File: src/rtl/reg_scoreboard.sv
// ---------------------------------------------------------------------------
// reg_scoreboard
//
// Register-write scoreboard and issue controller for the 5-stage LoongArch
// pipeline. It sits beside the decode stage and tracks GPR writes that are
// in flight between issue (ID->EX handoff) and retirement (WB register-file
// write).
//
// Every architectural register except r0 has a small pending-write counter.
// The counter goes up when a writer issues and down when that writer
// retires. The instruction held in ID may issue only if all of these hold:
//   - none of its sources has a pending write,
//   - its destination counter is not saturated,
//   - EX can accept it,
//   - it has not been killed.
//
// Ports:
//   clk         in   1       clock, all state changes on its rising edge
//   reset       in   1       synchronous active-high reset
//   ds_valid    in   1       ID holds a valid instruction
//   ds_re1      in   1       source 1 reads the register file
//   ds_raddr1   in   5       source 1 register number
//   ds_re2      in   1       source 2 reads the register file
//   ds_raddr2   in   5       source 2 register number
//   ds_we       in   1       ID instruction writes a GPR
//   ds_waddr    in   5       ID destination register number
//   ds_kill     in   1       ID instruction cancelled this cycle
//   es_allowin  in   1       EX accepts an instruction this cycle
//   ws_valid    in   1       WB holds a valid instruction
//   ws_we       in   1       WB writes the register file this cycle
//   ws_waddr    in   5       WB destination register number
//   sb_flush    in   1       drop all in-flight tracking
//   ds_issue    out  1       ID instruction moves to EX this cycle
//   ds_stall    out  1       ID instruction is valid but held this cycle
//   sb_busy     out  NREG    bit i set when register i has a pending write
//   stall_cnt   out  PERF_W  saturating count of hazard-stall cycles
//
// Build option:
//   SB_WB_BYPASS_EN
//     When defined, a source whose register is being retired this cycle
//     (counter at 1, WB writing that register now) is not treated as
//     pending. This relies on the register file writing through, so the
//     dependent instruction issues in the retire cycle.
//     When undefined, source checks use the registered counters only, and
//     the dependent instruction issues one cycle after retirement.
// ---------------------------------------------------------------------------
module reg_scoreboard #(
  parameter int NREG   = 32,
  parameter int CNT_W  = 2,
  parameter int PERF_W = 32
) (
  input  logic              clk,
  input  logic              reset,
  input  logic              ds_valid,
  input  logic              ds_re1,
  input  logic [4:0]        ds_raddr1,
  input  logic              ds_re2,
  input  logic [4:0]        ds_raddr2,
  input  logic              ds_we,
  input  logic [4:0]        ds_waddr,
  input  logic              ds_kill,
  input  logic              es_allowin,
  input  logic              ws_valid,
  input  logic              ws_we,
  input  logic [4:0]        ws_waddr,
  input  logic              sb_flush,
  output logic              ds_issue,
  output logic              ds_stall,
  output logic [NREG-1:0]   sb_busy,
  output logic [PERF_W-1:0] stall_cnt
);

  localparam logic [CNT_W-1:0]  CntMax  = '1;
  localparam logic [CNT_W-1:0]  CntOne  = CNT_W'(1);
  localparam logic [PERF_W-1:0] PerfMax = '1;
  localparam logic [PERF_W-1:0] PerfOne = PERF_W'(1);

  logic [CNT_W-1:0]  cnt_q [NREG];
  logic [CNT_W-1:0]  cnt_d [NREG];
  logic [PERF_W-1:0] stallCnt_q;
  logic [PERF_W-1:0] stallCnt_d;

  logic [NREG-1:0] busyVec;
  logic [NREG-1:0] fullVec;
  logic [NREG-1:0] incSel;
  logic [NREG-1:0] decSel;

  logic srcPend1;
  logic srcPend2;
  logic srcHaz1;
  logic srcHaz2;
  logic satHaz;
  logic incActive;
  logic decActive;
  logic retireSameDst;

`ifdef SB_WB_BYPASS_EN
  logic [NREG-1:0] oneVec;
`endif

  // Per-register status flags decoded from the registered counters.
  // Entry 0 is held at zero, so r0 never reports busy or full.
  always_comb begin
    busyVec = '0;
    fullVec = '0;
    for (int i = 1; i < NREG; i++) begin
      busyVec[i] = (cnt_q[i] != '0);
      fullVec[i] = (cnt_q[i] == CntMax);
    end
  end

`ifdef SB_WB_BYPASS_EN
  // Marks registers with exactly one write in flight. If WB retires such a
  // register this cycle, the write-through register file already holds the
  // new value, so a reader of that register does not have to wait.
  always_comb begin
    oneVec = '0;
    for (int i = 1; i < NREG; i++) begin
      oneVec[i] = (cnt_q[i] == CntOne);
    end
  end
`endif

  // The retirement qualifier. A WB write to r0 is discarded by the register
  // file, so it never decrements anything.
  assign decActive = ws_valid & ws_we & (ws_waddr != 5'd0);

  // Pending check for each source. With the bypass enabled, the last
  // outstanding write that is retiring right now no longer blocks readers.
  always_comb begin
    srcPend1 = busyVec[ds_raddr1];
    srcPend2 = busyVec[ds_raddr2];
`ifdef SB_WB_BYPASS_EN
    if (decActive && (ws_waddr == ds_raddr1) && oneVec[ds_raddr1]) begin
      srcPend1 = 1'b0;
    end
    if (decActive && (ws_waddr == ds_raddr2) && oneVec[ds_raddr2]) begin
      srcPend2 = 1'b0;
    end
`endif
  end

  // Hazard detection and the issue decision. This is purely combinational:
  // the decision is made in the same cycle the instruction sits in ID.
  // A saturated destination counter blocks issue, unless WB frees a slot
  // on that same register this cycle.
  assign srcHaz1       = ds_re1 & (ds_raddr1 != 5'd0) & srcPend1;
  assign srcHaz2       = ds_re2 & (ds_raddr2 != 5'd0) & srcPend2;
  assign retireSameDst = decActive & (ws_waddr == ds_waddr);
  assign satHaz        = ds_we & (ds_waddr != 5'd0) & fullVec[ds_waddr] & ~retireSameDst;

  assign ds_issue  = ds_valid & ~ds_kill & es_allowin & ~srcHaz1 & ~srcHaz2 & ~satHaz;
  assign ds_stall  = ds_valid & ~ds_kill & ~ds_issue;
  assign incActive = ds_issue & ds_we & (ds_waddr != 5'd0);

  // One-hot selects for the register being allocated by issue and the
  // register being released by retirement.
  always_comb begin
    incSel = '0;
    decSel = '0;
    if (incActive) begin
      incSel[ds_waddr] = 1'b1;
    end
    if (decActive) begin
      decSel[ws_waddr] = 1'b1;
    end
  end

  // Counter next state.
  //   - A flush clears every counter and ignores that cycle's inc and dec.
  //   - An inc and a dec on the same register cancel each other out.
  //   - A dec on a counter that is already zero is an illegal stimulus.
  //     The counter holds at zero here, and the check below flags it.
  always_comb begin
    for (int i = 0; i < NREG; i++) begin
      cnt_d[i] = cnt_q[i];
      if (sb_flush || (i == 0)) begin
        cnt_d[i] = '0;
      end else if (incSel[i] && !decSel[i]) begin
        cnt_d[i] = cnt_q[i] + CntOne;
      end else if (decSel[i] && !incSel[i] && (cnt_q[i] != '0)) begin
        cnt_d[i] = cnt_q[i] - CntOne;
      end
    end
  end

  // Performance counter. It counts only cycles lost to hazards: cycles
  // where EX was ready but the ID instruction still could not go. It
  // saturates at all-ones, and a pipeline flush does not clear it.
  always_comb begin
    stallCnt_d = stallCnt_q;
    if (ds_stall && es_allowin && (stallCnt_q != PerfMax)) begin
      stallCnt_d = stallCnt_q + PerfOne;
    end
  end

  // State registers. Reset has priority over flush and over all other
  // updates.
  always_ff @(posedge clk) begin
    if (reset) begin
      for (int i = 0; i < NREG; i++) begin
        cnt_q[i] <= '0;
      end
      stallCnt_q <= '0;
    end else begin
      for (int i = 0; i < NREG; i++) begin
        cnt_q[i] <= cnt_d[i];
      end
      stallCnt_q <= stallCnt_d;
    end
  end

  // Simulation check: a retirement must always match an earlier issue, so
  // a dec may never reach a counter that is already zero. A flush makes
  // the dec irrelevant, and a same-register inc cancels it, so both are
  // excluded from the check.
  always_ff @(posedge clk) begin
    if (!reset && !sb_flush && decActive && !decSel[0] && !incSel[ws_waddr]) begin
      assert (busyVec[ws_waddr]);
    end
  end

  // The busy map comes straight from registered state, with no bypass.
  assign sb_busy   = busyVec;
  assign stall_cnt = stallCnt_q;

endmodule

File: config.mk
export PLATFORM = sky130hd
export DESIGN_NAME = reg_scoreboard
export DESIGN_NICKNAME = d
export VERILOG_FILES = /design/src/rtl/reg_scoreboard.sv
export SDC_FILE = /design/constraint.sdc
export NUM_CORES = 1
export LEC_CHECK = 0
export BUFFER_PORTS_ARGS = -buffer_cell sky130_fd_sc_hd__buf_2
export CAP_MARGIN = 20
export CORE_UTILIZATION = 50
export CTS_BUF_LIST = sky130_fd_sc_hd__clkbuf_4 sky130_fd_sc_hd__clkbuf_8 sky130_fd_sc_hd__clkbuf_16
export DETAILED_ROUTE_END_ITERATION = 16
export PLACE_DENSITY = 0.83
export SLEW_MARGIN = 0
export SYNTH_ARGS = -nofsm -noshare
export SYNTH_HDL_FRONTEND = slang
export SYNTH_SLANG_ARGS = --single-unit
File: constraint.sdc
create_clock -name clk -period 11.15 [get_ports clk]
set_input_delay 2.7875 -clock clk [delete_from_list [all_inputs] [get_ports clk]]
set_output_delay 2.7875 -clock clk [all_outputs]
set_load 0.1 [all_outputs]
======== After elaboration in Yosys (flattened, before gate mapping) ========
Memories as Yosys holds them, arrays and structs flattened.
Cells that the tools add are included.
cells by class
  $add $sub $neg .......................... 63
  $lt $le $gt $ge ......................... 6
  equality and inequality tests ........... 33
  multiplexer cells ....................... 140
  bitwise operators ....................... 56
  reductions and logical operators ........ 194
operators with widths
  operator                                             number
  two-way mux 2 bit                                    125
  logical AND 1 bit                                    97
  two-way mux 32 bit                                   2
  adder 2 x 1 -> 2 bit, second input constant          31
  == test 2 bit, second input constant                 31
  zero test 1 bit                                      62
  nonzero test 2 bit                                   31
  subtractor 2 x 1 -> 2 bit, second input constant     31
  adder 32 x 1 -> 32 bit, second input constant        1
  != test 32 bit, second input constant                1
  OR 1 bit                                             32
  < comparator 5 x 6 -> 1 bit, second input constant   4
  nonzero test 5 bit                                   4
  bitwise AND 1 bit                                    18
  binary-select mux 1 bit (select 5 bit)               3
  demux 1 bit (select 5 bit)                           2
  >= comparator 5 x 1 -> 1 bit, second input constant  2
  two-way mux 1 bit                                    8
  NOT 1 bit                                            6
  == test 5 bit                                        1
storage, ports and cells
  register bits after elaboration ......... 32
  memory bits (writable) .................. 64
  input port bits ......................... 31
  output and inout port bits .............. 66
  logic and storage cells ................. 494
  memories kept ........................... 1
memories
  name   words  bits a word  read ports  clocked after Yosys merged registers in  write ports  RTL line  source
  cnt_q  32     2            31          0                                        32           78        logic [CNT_W-1:0] cnt_q [NREG];

======== Longest topological paths before layout ========
An unclocked memory read counts as a cell.
  word-level depth ........................ 19
  gate-level depth with buffers ........... 12
  depth with buffers taken out ............ 9

======== Worst setup path before layout ========
Ideal clock, no wire load.
  path kind ............................... input to output
  from .................................... input port ws_waddr[3]
  to ...................................... output port ds_stall
  arrival ................................. 7115 ps
  required time ........................... 8363 ps
  setup slack ............................. 1247 ps
  cell stages on the path ................. 9
  buffers on the path ..................... 1
  path through ............................ or3_1 or3_1 a41oi_1 o211ai_1 o32a_1 buf_2 nand2_1 nor2_1 nor3b_1
on the way
  word-level cells in the longest chain between the ends .. 9
  elaborated cells between the ends (all ways) .. 10
  classes of those cells .................. eq/ne (1); bitwise (8); reduce/logical (1)
RTL lines
  what                 RTL line  source
  start: declaration   65        input logic [4:0] ws_waddr,
  nonzero test 5 bit   126       assign decActive = ws_valid & ws_we & (ws_waddr != 5'd0);
  bitwise AND 1 bit    126
  bitwise AND 1 bit *  149       assign retireSameDst = decActive & (ws_waddr == ds_waddr);
  NOT 1 bit *          150       assign satHaz = ds_we & (ds_waddr != 5'd0) & fullVec[ds_waddr] & ~retireSameDst;
  bitwise AND 1 bit *  150
  NOT 1 bit *          152       assign ds_issue = ds_valid & ~ds_kill & es_allowin & ~srcHaz1 & ~srcHaz2 & ~satHaz;
  bitwise AND 1 bit *  152
  via ds_issue         67        output logic ds_issue,
  NOT 1 bit *          153       assign ds_stall = ds_valid & ~ds_kill & ~ds_issue;
  bitwise AND 1 bit *  153
  end: declaration     68        output logic ds_stall,
The timed path passes the listed nets; every way through them passes the cells marked *.

======== Final worst setup path ========
  from .................................... input port ds_waddr[1]
  to ...................................... output port ds_stall
on the way
  word-level cells in the longest chain between the ends .. 8
  elaborated cells between the ends (all ways) .. 13
  classes of those cells .................. eq/ne (1); mux (2); bitwise (9); reduce/logical (1)
RTL lines
  what                                                                   RTL line  source
  start: declaration                                                     60        input logic [4:0] ds_waddr,
  binary-select mux 1 bit (select 5 bit), or another cell as far along   150
  two-way mux 1 bit (not written as such), or another cell as far along  150
  bitwise AND 1 bit / NOT 1 bit (equally long branches)                  150
  bitwise AND 1 bit *                                                    150
  NOT 1 bit *                                                            152
  bitwise AND 1 bit *                                                    152
  NOT 1 bit *                                                            153
  bitwise AND 1 bit *                                                    153
Every way passes the cells marked *; elsewhere a longest branch is shown, timed or not. The select of a mux whose other input is x is not followed.

==> run metrics <==
CTS Root Cell clkbuf_16; aggregate routed wire length ~24 mm; post-CTS sizing 0; Synth Register Bits 94; area share of the largest cell type after synthesis a little over a quarter; post-CTS setup repair buffer count 0; Worst-path clk slew ~0.07 ns; worst-case clock buffer depth 2; status finished, final reports clean; I/O Buffers 95; die area between 10,000 and 15,000 um^2; Tcrit/Tclk final 79.4%; dpl ws 2.37 ns; synth top area cells dfxtp_1, nand2_1, nor2_1; Area growth syn-to-layout 11.0%; Async SR Flop Fraction 0%; fillers 1,316; fraction of layout cells with a size suffix above 1 ~17%; Post-DRT Antenna Nets 0; Final TNS setup 0 ns; Area after DPL 7670 um^2; slowest CP cell nor2b_1; synthesized instance count 970; Slew HR 26.7%; Distinct cells, synth 75; via/cell ratio between 6 and 7; largest net degree at the start of global routing between 50 and 60; CTS tree built; clk_lat worst skew 0.36 ns; Design Power 0.000749 W; first-pass GRT wire length 38.0 mm; Clock Sinks 94; Final #Nets 1,053; Synth Flop Type dfxtp_1; required time of the critical path roughly 8.4 ns; hold crit path type register to register; Synth Warn # 0; most frequent cells in the layout nand2_1, buf_2, dfxtp_1, nor2_1, a21oi_1; ratio of total power to cell area roughly 94 nW/um^2; CTS buffer count 9; # rows between 40 and 50; Worst IR Drop VDD 0.0647 mV; number of diodes 0; 1st-pass router iterations 6; Crit path largest cell delay roughly 0.9 ns; RSZ-0062 raised after global routing no; gpl congestion 0.988; hpwl dp around 17 mm; grt total ovfl 0; Setup CP Type input port to output pin; CP max FO 20; Core ar. around 14,000 um^2; post-synthesis sequential area ratio 26.2%; initial antenna violation count 0; final hold viol count 0; cell accounting for the most synthesized area dfxtp_1; die width 122 um; Worst-Margin Slew approximately 1.1 ns; Final WS setup roughly 2.3 ns; Syn Area/Cell around 7.4 um^2; routed wire length per instance around 20 um; IO Pins 97; P_leak between 2 and 3 nW; minimum clock period 8.85 ns; number of remaining DRC errors 0; Max Clock Freq 113 MHz; CTS H-tree lvls 3; initial drt markers about 1,000; syn_nets around 1,000; # hold bufs at CTS 0; Synth Cell Area about 7200 um^2; Crit. End Element output pin; GRT Total Usage approximately a third; routed via count 8,156; Die Span Y between 100 and 150 um; Final setup viols 0; vias in the first global route around 7,200; Slew Limit Fails 0; most common cell after layout, fill and taps aside nand2_1; max-cap violation count 0; worst path arrival time between 6 and 7 ns; Initial Utilization just over 50%; Cell Chain, Critical Path buf_2 -> nor2b_1 -> a31oi_1 -> o211ai_1 -> a31oi_1 -> o32a_1 -> nand2_1 -> nor2_1 -> nor3b_1 -> buf_2; Worst Clk Skew around 0.011 ns; critical path startpoint category input port; Final Cell Area 7960 um^2; Post-synth EDFFs 0
cell families after synthesis:
| group | synth area share (%) |
|---|---|
| fa+ha+maj | 0.174 |
| xor+xnor | 3.91 |
| buf+inv | 6.07 |
| compound gates | 25.9 |
| flops | 26.2 |
| other cells | 0.0523 |
| simple gates | 34.0 |
| mux | 3.71 |
metrics by stage:
stage	util, %	std cells	hold slack, ns
global route	57.1	1206	0.531
finish	57.1	1206	0.504
global placement	55.0	1190	0.475
floorplan	-	970	0.462
CTS	57.1	1206	0.502
detailed placement	55.0	1190	0.492
final timing paths:
path | from | end | slack, ns | depth (start not counted)
setup / recovery | ds_waddr[1] | ds_stall | 2.30 | 10
setup reg to reg | cnt_q[0][53] | cnt_q[0][59] | 7.41 | 9
hold reg to reg | stall_cnt[26] | stall_cnt[26] | 0.50 | 2
hold / removal | stall_cnt[26] | stall_cnt[26] | 0.50 | 2
power by group:
group          switching [W]  internal, W  total (W)
Sequential       0.000000341     0.000336   0.000336
Clock               0.000147     0.000161   0.000308
Combinational      0.0000804    0.0000242   0.000105
Total               0.000227     0.000521   0.000749
critical path, delay by kind of cell:
kind	cells	cell delay, ns
simple gates	4	1.40
buf+inv	2	0.78
compound gates	4	1.08
layer usage:
layer / share of wire (%) / GRT usage [%] / vias to the layer above / routed length [um]
li1: - / - / 3761 / -
met1: 41 / 43.2 / 3743 / 9820
met2: 43 / 50.4 / 540 / 10400
met3: 11 / 7.58 / 112 / 2670
met4: 4.8 / 17.8 / 0 / 1170
met5: 0 / 0 / - / 0
cell usage after synthesis, types with 7 or more instances:
library cell	n
nand2_1	96
dfxtp_1	94
nor2_1	87
a21oi_1	51
o21ai_0	48
nand3_1	45
nor3_1	43
inv_1	40
clkbuf_1	38
a211oi_1	28
nor4_1	26
xnor2_1	25
or2_2	23
buf_2	21
or3_1	21
nand4_1	17
or4_1	16
a31oi_1	13
and3_1	13
o211ai_1	13
a2111oi_0	12
and2_1	11
o31ai_1	11
a41oi_1	9
nor2b_1	9
o2111ai_1	9
a221oi_1	8
nand2b_1	8
nor3b_1	8
mux2_2	7
mux4_2	7
o31a_1	7
xor2_1	7
registers in the layout (all words and copies together), names as in the netlist:
| register | cells |
|---|---|
| cnt_q | 62 |
| stall_cnt | 32 |
cell type report:
| type | instances | area [um^2] | area share [%] |
|---|---|---|---|
| timing repair buffer | 104 | 543 | 6.82 |
| multi-input combinational | 771 | 4860 | 61.1 |
| sequential | 94 | 1880 | 23.6 |
| clock inverter | 6 | 53.8 | 0.676 |
| inverter | 41 | 154 | 1.93 |
| clock buffer | 10 | 239 | 3.00 |
| tap | 180 | 225 | 2.83 |
Power figures use the tool's default switching activity.
